**src/rtl/arm_alu_pkg.sv**
```systemverilog
// Shared definitions for the pipelined ARM data-processing ALU: opcodes, NZCV bit
// positions and small flag helpers.
package arm_alu_pkg;

  localparam logic [3:0] OP_AND = 4'b0000;
  localparam logic [3:0] OP_EOR = 4'b0001;
  localparam logic [3:0] OP_SUB = 4'b0010;
  localparam logic [3:0] OP_RSB = 4'b0011;
  localparam logic [3:0] OP_ADD = 4'b0100;
  localparam logic [3:0] OP_ADC = 4'b0101;
  localparam logic [3:0] OP_SBC = 4'b0110;
  localparam logic [3:0] OP_RSC = 4'b0111;
  localparam logic [3:0] OP_TST = 4'b1000;
  localparam logic [3:0] OP_TEQ = 4'b1001;
  localparam logic [3:0] OP_CMP = 4'b1010;
  localparam logic [3:0] OP_CMN = 4'b1011;
  localparam logic [3:0] OP_ORR = 4'b1100;
  localparam logic [3:0] OP_MOV = 4'b1101;
  localparam logic [3:0] OP_BIC = 4'b1110;
  localparam logic [3:0] OP_MVN = 4'b1111;

  localparam int unsigned FLAG_N = 3;
  localparam int unsigned FLAG_Z = 2;
  localparam int unsigned FLAG_C = 1;
  localparam int unsigned FLAG_V = 0;

  // Compare/test ops: always set flags, never write back a result.
  function automatic logic is_test_op(input logic [3:0] op);
    return (op == OP_TST) || (op == OP_TEQ) || (op == OP_CMP) || (op == OP_CMN);
  endfunction

  function automatic logic calc_overflow(input logic a_sign, input logic b_sign,
                                         input logic s_sign);
    return (a_sign == b_sign) && (s_sign != a_sign);
  endfunction

endpackage

```
**src/rtl/arm_alu_core.sv**
```systemverilog
// Combinational ARM data-processing datapath: one shared adder for all arithmetic
// ops plus the logical unit, producing the result and its NZCV flags.
module arm_alu_core
  import arm_alu_pkg::*;
#(
  parameter int unsigned WIDTH = 32
) (
  input  logic [WIDTH-1:0] op1,
  input  logic [WIDTH-1:0] op2,
  input  logic [3:0]       op_sel,
  input  logic             c_in,
  input  logic             v_in,
  input  logic             shift_carry,
  output logic [WIDTH-1:0] result,
  output logic [3:0]       nzcv
);

  logic [WIDTH-1:0] add_a;
  logic [WIDTH-1:0] add_b;
  logic             add_cin;
  logic [WIDTH:0]   sum;
  logic [WIDTH-1:0] logic_res;
  logic             is_arith;

  // Subtraction is a + ~b + cin, so the carry-out is directly NOT borrow.
  always_comb begin
    add_a     = op1;
    add_b     = op2;
    add_cin   = 1'b0;
    is_arith  = 1'b1;
    logic_res = '0;
    unique case (op_sel)
      OP_ADD, OP_CMN: ;
      OP_ADC: add_cin = c_in;
      OP_SUB, OP_CMP: begin
        add_b   = ~op2;
        add_cin = 1'b1;
      end
      OP_SBC: begin
        add_b   = ~op2;
        add_cin = c_in;
      end
      OP_RSB: begin
        add_a   = op2;
        add_b   = ~op1;
        add_cin = 1'b1;
      end
      OP_RSC: begin
        add_a   = op2;
        add_b   = ~op1;
        add_cin = c_in;
      end
      OP_AND, OP_TST: begin
        is_arith  = 1'b0;
        logic_res = op1 & op2;
      end
      OP_EOR, OP_TEQ: begin
        is_arith  = 1'b0;
        logic_res = op1 ^ op2;
      end
      OP_ORR: begin
        is_arith  = 1'b0;
        logic_res = op1 | op2;
      end
      OP_MOV: begin
        is_arith  = 1'b0;
        logic_res = op2;
      end
      OP_BIC: begin
        is_arith  = 1'b0;
        logic_res = op1 & ~op2;
      end
      OP_MVN: begin
        is_arith  = 1'b0;
        logic_res = ~op2;
      end
      default: ;
    endcase
  end

  always_comb begin
    sum            = {1'b0, add_a} + {1'b0, add_b} + {{WIDTH{1'b0}}, add_cin};
    result         = is_arith ? sum[WIDTH-1:0] : logic_res;
    nzcv           = '0;
    nzcv[FLAG_N]   = result[WIDTH-1];
    nzcv[FLAG_Z]   = (result == '0);
    nzcv[FLAG_C]   = is_arith ? sum[WIDTH] : shift_carry;
    nzcv[FLAG_V]   = is_arith ? calc_overflow(add_a[WIDTH-1], add_b[WIDTH-1], sum[WIDTH-1])
                              : v_in;
  end

endmodule

```
**src/rtl/arm_alu_pipe.sv**
```systemverilog
// Registered ARM ALU stage: valid/ready handshake, one-entry result register and the
// architectural NZCV register with S-bit and MSR-style updates.
module arm_alu_pipe
  import arm_alu_pkg::*;
#(
  parameter int unsigned WIDTH     = 32,
  parameter logic [3:0]  FLAGS_RST = 4'b0000
) (
  input  logic             clk,
  input  logic             reset_n,
  input  logic             in_valid,
  output logic             in_ready,
  input  logic [3:0]       op_sel,
  input  logic [WIDTH-1:0] op1,
  input  logic [WIDTH-1:0] op2,
  input  logic             shift_carry,
  input  logic             set_flags,
  input  logic             flags_we,
  input  logic [3:0]       flags_wdata,
  output logic             out_valid,
  input  logic             out_ready,
  output logic [WIDTH-1:0] result,
  output logic             result_we,
  output logic [3:0]       flags
);

  logic             out_valid_q, out_valid_d;
  logic [WIDTH-1:0] result_q, result_d;
  logic             result_we_q, result_we_d;
  logic [3:0]       flags_q, flags_d;
  logic             accept;
  logic [WIDTH-1:0] core_result;
  logic [3:0]       core_nzcv;

  arm_alu_core #(
    .WIDTH(WIDTH)
  ) u_core (
    .op1        (op1),
    .op2        (op2),
    .op_sel     (op_sel),
    .c_in       (flags_q[FLAG_C]),
    .v_in       (flags_q[FLAG_V]),
    .shift_carry(shift_carry),
    .result     (core_result),
    .nzcv       (core_nzcv)
  );

  assign in_ready = !out_valid_q || out_ready;
  assign accept   = in_valid && in_ready;

  always_comb begin
    out_valid_d = out_valid_q;
    result_d    = result_q;
    result_we_d = result_we_q;
    if (accept) begin
      out_valid_d = 1'b1;
      result_d    = core_result;
      result_we_d = !is_test_op(op_sel);
    end else if (out_ready) begin
      out_valid_d = 1'b0;
    end
  end

  // A direct flag write beats a same-edge flag-setting op.
  always_comb begin
    flags_d = flags_q;
    if (flags_we) begin
      flags_d = flags_wdata;
    end else if (accept && (set_flags || is_test_op(op_sel))) begin
      flags_d = core_nzcv;
    end
  end

  always_ff @(posedge clk or negedge reset_n) begin
    if (!reset_n) begin
      out_valid_q <= 1'b0;
      result_q    <= '0;
      result_we_q <= 1'b0;
      flags_q     <= FLAGS_RST;
    end else begin
      out_valid_q <= out_valid_d;
      result_q    <= result_d;
      result_we_q <= result_we_d;
      flags_q     <= flags_d;
    end
  end

  assign out_valid = out_valid_q;
  assign result    = result_q;
  assign result_we = result_we_q;
  assign flags     = flags_q;

endmodule

```
**config.mk**
```make
export PLATFORM = sky130hd
export DESIGN_NAME = arm_alu_pipe
export DESIGN_NICKNAME = d
export VERILOG_FILES = /design/src/rtl/arm_alu_pkg.sv /design/src/rtl/arm_alu_core.sv /design/src/rtl/arm_alu_pipe.sv
export SDC_FILE = /design/constraint.sdc
export NUM_CORES = 1
export LEC_CHECK = 0
export CAP_MARGIN = 15
export CORE_ASPECT_RATIO = 1.1
export CORE_MARGIN = 8
export CORE_UTILIZATION = 51
export DETAILED_ROUTE_END_ITERATION = 12
export GPL_TIMING_DRIVEN = 0
export HOLD_SLACK_MARGIN = 0.02
export PLACE_DENSITY_LB_ADDON = 0.2
export SYNTH_ARGS = -nofsm -noshare
export SYNTH_HDL_FRONTEND = slang
export SYNTH_HIERARCHICAL = 1
export SYNTH_SLANG_ARGS = --single-unit
```
**constraint.sdc**
```tcl
create_clock -name clk -period 4.1 [get_ports clk]
set_clock_uncertainty 0.05 [all_clocks]
set_input_delay 0.41 -clock clk [delete_from_list [all_inputs] [get_ports clk]]
set_output_delay 0.41 -clock clk [all_outputs]
set_load 0.005 [all_outputs]
```
==> impl_results.md, run 1 <==
- Outcome: complete, but fails checks
- Violated checks: negative setup slack
- Synth Cell Area: 7132 um^2
- Vias in the first global route: 8090
- Clock Tree Root: clkbuf_16
- Fin crit period: approximately 4.9 ns
- Final worst-path cycle share: 1.189
- Worst Path Buf+Inv: 8
- Num CTS Buffers: 5
- Max_cap viols: 0
- Power Dens Cells: 300.8 nW/um^2
- Post-Syn Nets: 1129
- Share of layout cells above drive strength 1: 0.2229
- Max VDD drop: around 180 uV
- Via density: 6.366
- Tightest Pin Transition: 0.8817 ns
- Std cell rows: 45
- GRT overflow: 0
- Setup WS pre-CTS: -2.613 ns
- Share of the synthesized area in the top cell type: 0.1333
- H-tree depth: 2
- Mapped Cells: between 900 and 1000
- CP required: 4.25 ns
- Final Setup Violations: 11
- Final ANT Viol Nets: 0
- Reg clk slew, reported paths: 0.06 ns
- Critical Path AT: between 5 and 6 ns
- Crit-path slowest cell: fa_2
- Final Hold Fails: 0
- Crit Path Category: in -> reg
- Seq cells post-synth: 38
- Detailed-route wire length: 29430 um
- CP Max Fanout: 5
- CTS Sinks: 38
- Yosys top cell by area: dfrtp_1
- Hold Crit Class: in -> async
- Tot GR Track Use: 0.3116
- Rel. slew slack: 0.4086
- Critical path's top delay family: simple AND/OR/NAND/NOR gates
- Most frequent cell after synthesis: o21ai_0
- Setup WS post-layout: -0.7766 ns
- PortBufs: 115
- First-pass GRT wire length: 44060 um
- Seq/Total Area, Yosys: 0.1333
- Largest net degree at the start of global routing: 39
- Dpl cells: between 1000 and 1500
- First drt pass iteration count: 5
- Avg Cell Area, Syn: 7.240 um^2
- Core Util, Final: 0.7278
- Initial antenna violation count: 0
- CP max stage delay: between 0.4 and 0.5 ns
- Placer Congestion: 1.008
- Yosys Warn Count: 6
- Yosys cell types: 91
- # hold bufs at CTS: 0
- Synth Flop Type: dfrtp_1
- Starting density of the core: 0.5191
- P&R area growth vs syn: 40.19%
- 1st-iter DRT viols: 843
- Die extent in x: 128.8 um
- Post-route DRC: 0
- DP HPWL: around 22000 um
- CORE AREA: 13740 um^2
- Max clock buf depth: 2
- Die extent in y: around 140 um
- Leakage power: 4.379 nW
- Ports: approximately 120
- Vias after detailed routing: slightly below 9000
- Final Non-Filler Cells: 1359
- Count of final max-slew check failures: 0
- Top cells by count, synth: o21ai_0, nand2_1, inv_1, ha_1
- Worst skew pair latency: 0.28 ns
- RSZ-0062 raised after global routing: true
- Ys async rst share: 1.000
- Crit. End Element: register
- Post-layout net count: between 1000 and 1500
- Largest cells by area after synthesis: dfrtp_1, ha_1, o21ai_0, nand2_1, mux2_4
- Antenna cells: 0
- Die ar.: ~18000 um^2
- Post-synth EDFFs: 0
- Setup crit start kind: input pin
- Fmax: 0.2051 GHz
- CTS tree: done
- Routed len/inst: 21.65 um
state kept, by name (all words and copies together), names as in the netlist:
signal / flops
result_we: 1
flags: 4
result: 32
out_valid: 1
worst paths after layout:
check	endpoint	cells after the start	from	slack, ns
setup / recovery	flags[2]$_DFFE_PN0P_	26	op_sel[1]	-0.78
hold / removal	result[17]$_DFFE_PN0P_	1	reset_n	0.16
setup reg to reg	flags[2]$_DFFE_PN0P_	21	flags[1]$_DFFE_PN0P_	-0.38
hold reg to reg	result[0]$_DFFE_PN0P_	1	result[0]$_DFFE_PN0P_	0.46
max in group asynchronous	result[28]$_DFFE_PN0P_	1	reset_n	3.32
min in group clk	result_we$_DFFE_PN0P_	2	in_valid	0.35
stage by stage:
| step | TNS (ns) | area (um^2) | hold WS (ns) | power (mW) |
|---|---|---|---|---|
| after floorplan | -2.175 | 7320 | 0.06441 | 1.561 |
| after global placement | -45.40 | 8706 | 0.4458 | 2.194 |
| after detailed placement | -45.21 | 8701 | 0.4457 | 2.220 |
| after CTS | -3.655 | 9748 | 0.1909 | 2.879 |
| after global routing | -5.240 | 9998 | 0.2385 | 3.164 |
| final | -3.536 | 9998 | 0.1636 | 3.007 |
report_power, final:
| part | leakage (nW) | switching (mW) | internal, mW |
|---|---|---|---|
| Combinational | 3.85 | 1.00 | 1.00 |
| Sequential | 0.454 | 0.0734 | 0.490 |
| Clock | 0.0760 | 0.153 | 0.286 |
| Total | 4.38 | 1.23 | 1.78 |
cell type report:
cell class	count	area (um^2)
inverters	78	300.3
multi-input cells	802	6005
flip-flops and latches	38	950.9
repair buffers	183	1735
clock inverters	3	45.04
well taps	188	235.2
clock buffers	5	125.1
plain buffers	62	601.8
fillers	1101	3740
metal layers:
metal  share of wire  vias up  wire, um  track usage
li1                -     3975         -            -
met1            0.38     3970     11230       0.3775
met2            0.45      573     13210       0.4970
met3            0.11      134      3208      0.05961
met4           0.061        0      1788       0.1932
met5               0        -         0            0
cells by family (layout without fill, tap and decap cells):
group | after synthesis | in the layout | synth area share
compound gates | 363 | 363 | 0.3321
xor+xnor | 38 | 38 | 0.04667
fa+ha+maj | 65 | 65 | 0.1161
buf+inv | 145 | 331 | 0.09737
flops | 38 | 38 | 0.1333
mux | 35 | 35 | 0.07053
simple gates | 301 | 301 | 0.2039
cells in the final DEF, fill, tap and decap left out, types with 13 or more instances in the layout:
master,instances
a21oi_1,54
buf_2,13
buf_4,60
buf_6,15
clkbuf_1,13
clkdlybuf4s50_1,111
dfrtp_1,38
ha_1,59
inv_1,76
mux2_4,30
nand2_1,114
nand3_1,23
nor2_1,57
nor2b_1,14
o21ai_0,120
o21ai_1,13
xnor2_1,18
xor2_1,19
repair_timing:
item / in CTS / in global routing
gates resized for setup: 123 / 41
setup endpoints to repair: 34 / 17
pin swaps: 54 / 43
cloned: 1 / 0
setup buffers: 54 / 13
No activity file was read; power rests on OpenSTA's default activity.
==> run 2, diff against run 1 <==
--- a/config.mk
+++ b/config.mk
@@ -8,7 +8,7 @@
 export CAP_MARGIN = 15
 export CORE_ASPECT_RATIO = 1.1
 export CORE_MARGIN = 8
-export CORE_UTILIZATION = 51
+export CORE_UTILIZATION = 25
 export DETAILED_ROUTE_END_ITERATION = 12
 export GPL_TIMING_DRIVEN = 0
 export HOLD_SLACK_MARGIN = 0.02
==> constraint.sdc (replaced) <==
create_clock -name clk -period 4.75 [get_ports clk]
set_clock_uncertainty 0.05 [all_clocks]
set_input_delay 0.475 -clock clk [delete_from_list [all_inputs] [get_ports clk]]
set_output_delay 0.475 -clock clk [all_outputs]
set_load 0.005 [all_outputs]
==> impl_results.md, run 2 (same netlist as run 1, synthesis figures left out) <==
- Max_cap viols: 0
- Largest net degree at the start of global routing: 30
- Power Dens Cells: 250.9 nW/um^2
- Vias in the first global route: 7974
- Setup crit start kind: input pin
- DP HPWL: 25670 um
- Reg2reg end: flags[2]$_DFFE_PN0P_
- FF-to-FF path depth: 20
- CP max stage delay: 0.41 ns
- Placer Congestion: 0.9269
- Met1 WL: between 10000 and 15000 um
- Routed len/inst: roughly 22 um
- Post-layout net count: 1297
- R2r startpoint: flags[1]$_DFFE_PN0P_
- Initial antenna violation count: 0
- Worst skew pair latency: approximately 0.28 ns
- Worst R2R Setup Slack: 0.21 ns
- CP Max Fanout: 7
- Met2 Routed Length: around 16000 um
- Starting density of the core: 0.2513
- Die extent in y: 193.1 um
- Fmax: 0.2057 GHz
- Max clock buf depth: 2
- Num CTS Buffers: 5
- Hold Crit Class: in -> reg
- CTS Sinks: 38
- Final ANT Viol Nets: 0
- Commonest non-fill, non-tap cell in the layout: nand2_1
- Rel. slew slack: 0.3486
- Clock Tree Root: clkbuf_16
- Die ar.: 34190 um^2
- Crit-path slowest cell: a2111o_1
- First-pass GRT wire length: 48870 um
- GRT overflow: 0
- Top Metal Used: met4
- Final Hold Fails: 0
- Fin crit period: 4.862 ns
- Post-route DRC: 0
- Tot GR Track Use: 0.1869
- Leakage power: 4.269 nW
- Antenna cells: 0
- Via density: 5.451
- CP required: 4.90 ns
- Die extent in x: 177.0 um
- H-tree depth: 2
- CTS tree: done
- Max FFs per register: 32
- Setup WS pre-CTS: -2.518 ns
- Ports: 118
- Worst setup path end: flags[2]$_DFFE_PN0P_
- Std cell rows: 65
- First drt pass iteration count: 7
- P&R area growth vs syn: 40.95%
- Final worst-path cycle share: 1.024
- Detailed-route wire length: 33210 um
- Setup crit start: op_sel[3]
- PortBufs: 115
- RSZ-0062 raised after global routing: true
- Critical Path AT: 5.02 ns
- Crit Path Category: in -> reg
- Count of final max-slew check failures: 0
- Final Setup Violations: 1
- Hold Path Depth: 2
- Max VDD drop: 167.1 uV
- Vias after detailed routing: 8297
- Violated checks: negative setup slack
- 1st-iter DRT viols: 595
- Share of layout cells above drive strength 1: 0.2106
- Most frequent cells in the layout: nand2_1, o21ai_0, clkdlybuf4s50_1, inv_1, ha_1
- CORE AREA: between 20000 and 30000 um^2
- Setup TNS: -0.1118 ns
- CP Cell Sequence: buf_12 > buf_8 > or3_1 > clkbuf_8 > clkbuf_16 > buf_12 > nor2_4 > a21oi_2 > fa_2 > fa_2 > nand2b_4 > a211oi_4 > buf_6 > o21ai_4 > o41ai_4 > xnor2_1 > o21ai_2 > a2111o_1 > nor4_4 > nand3_2 > nor4b_2 > nor2b_1 > o2111ai_1 > o211ai_1
- Tightest Pin Transition: 0.9772 ns
- Reg clk slew, reported paths: 0.06 ns
- Crit. End Element: register
- Metal3 WL: 2699 um
- Outcome: complete, but fails checks
- Setup WS post-layout: -0.1118 ns
==> run 2: cell types whose count changed in the layout (fill, tap and decap cells not counted), sizes merged <==
cell / delta
inv: -1
buf: -11
clkinvlp: -1
dlygate4sd3: +1
clkinv: +2
bufinv: -1
clkbuf: -6
==> run 2: timing repair <==
| item | in CTS | in global routing |
|---|---|---|
| hold buffers | 1 | 0 |
| pin swaps | 24 | 37 |
| gates resized for setup | 94 | 101 |
| setup endpoints to repair | 34 | 6 |
| buffers inserted | 25 | 29 |
| cloned | 1 | 0 |
| hold endpoints to repair | 9 | 0 |
==> run 2: where the power goes <==
part	leakage, nW	total [mW]	switching [mW]	internal [mW]
sequential	0.454	0.484	0.0619	0.422
combinational	3.74	1.69	0.859	0.833
clock	0.0729	0.345	0.137	0.208
==> run 2: per-layer routing <==
layer	track usage	up-vias
met3	0.03155	59
met5	0	-
met1	0.2376	3956
met2	0.3201	341
met4	0.05241	0
li1	-	3941
==> run 2: area by class of cell <==
type                    count  area (um^2)
fillers                  2960        18330
multi-input cells         802         5988
repair buffers            172         1657
flip-flops and latches     38        950.9
plain buffers              56        534.3
well taps                 368        460.4
inverters                  78        310.3
clock buffers               6        138.9
clock inverters             2        12.51
==> run 2: critical path: cells and delay by family <==
kind	cells	cell delay (ns)
simple gates	7	1.40
xor+xnor	1	0.18
fa+ha+maj	2	0.72
buf+inv	6	0.82
compound gates	8	1.41
==> run 2: worst min-delay path by stage <==
| stage | start | end | slack [ns] |
|---|---|---|---|
| after global routing | in_valid | result_we$_DFFE_PN0P_ | 0.41 |
| final | in_valid | result_we$_DFFE_PN0P_ | 0.41 |
| after detailed placement | reset_n | result[7]$_DFFE_PN0P_ | 0.32 |
| after CTS | in_valid | result_we$_DFFE_PN0P_ | 0.40 |
| after global placement | result[18]$_DFFE_PN0P_ | result[18]$_DFFE_PN0P_ | 0.45 |
| after floorplan | reset_n | flags[0]$_DFFE_PN0P_ | 0.13 |
==> run 2: through the flow <==
step | hold WS [ns] | instances | area, um^2 | total power, mW | util
3_5_place_dp | 0.3158 | 1469 | 8891 | 1.941 | 0.3132
4_1_cts | 0.3968 | 1501 | 9602 | 2.397 | 0.3383
2_1_floorplan | 0.1294 | 985 | 7264 | 1.338 | -
5_1_grt | 0.4112 | 1522 | 10050 | 2.682 | 0.3542
6_report | 0.4055 | 1522 | 10050 | 2.522 | 0.3542
3_3_place_gp | 0.4475 | 1468 | 8876 | 1.933 | 0.3127
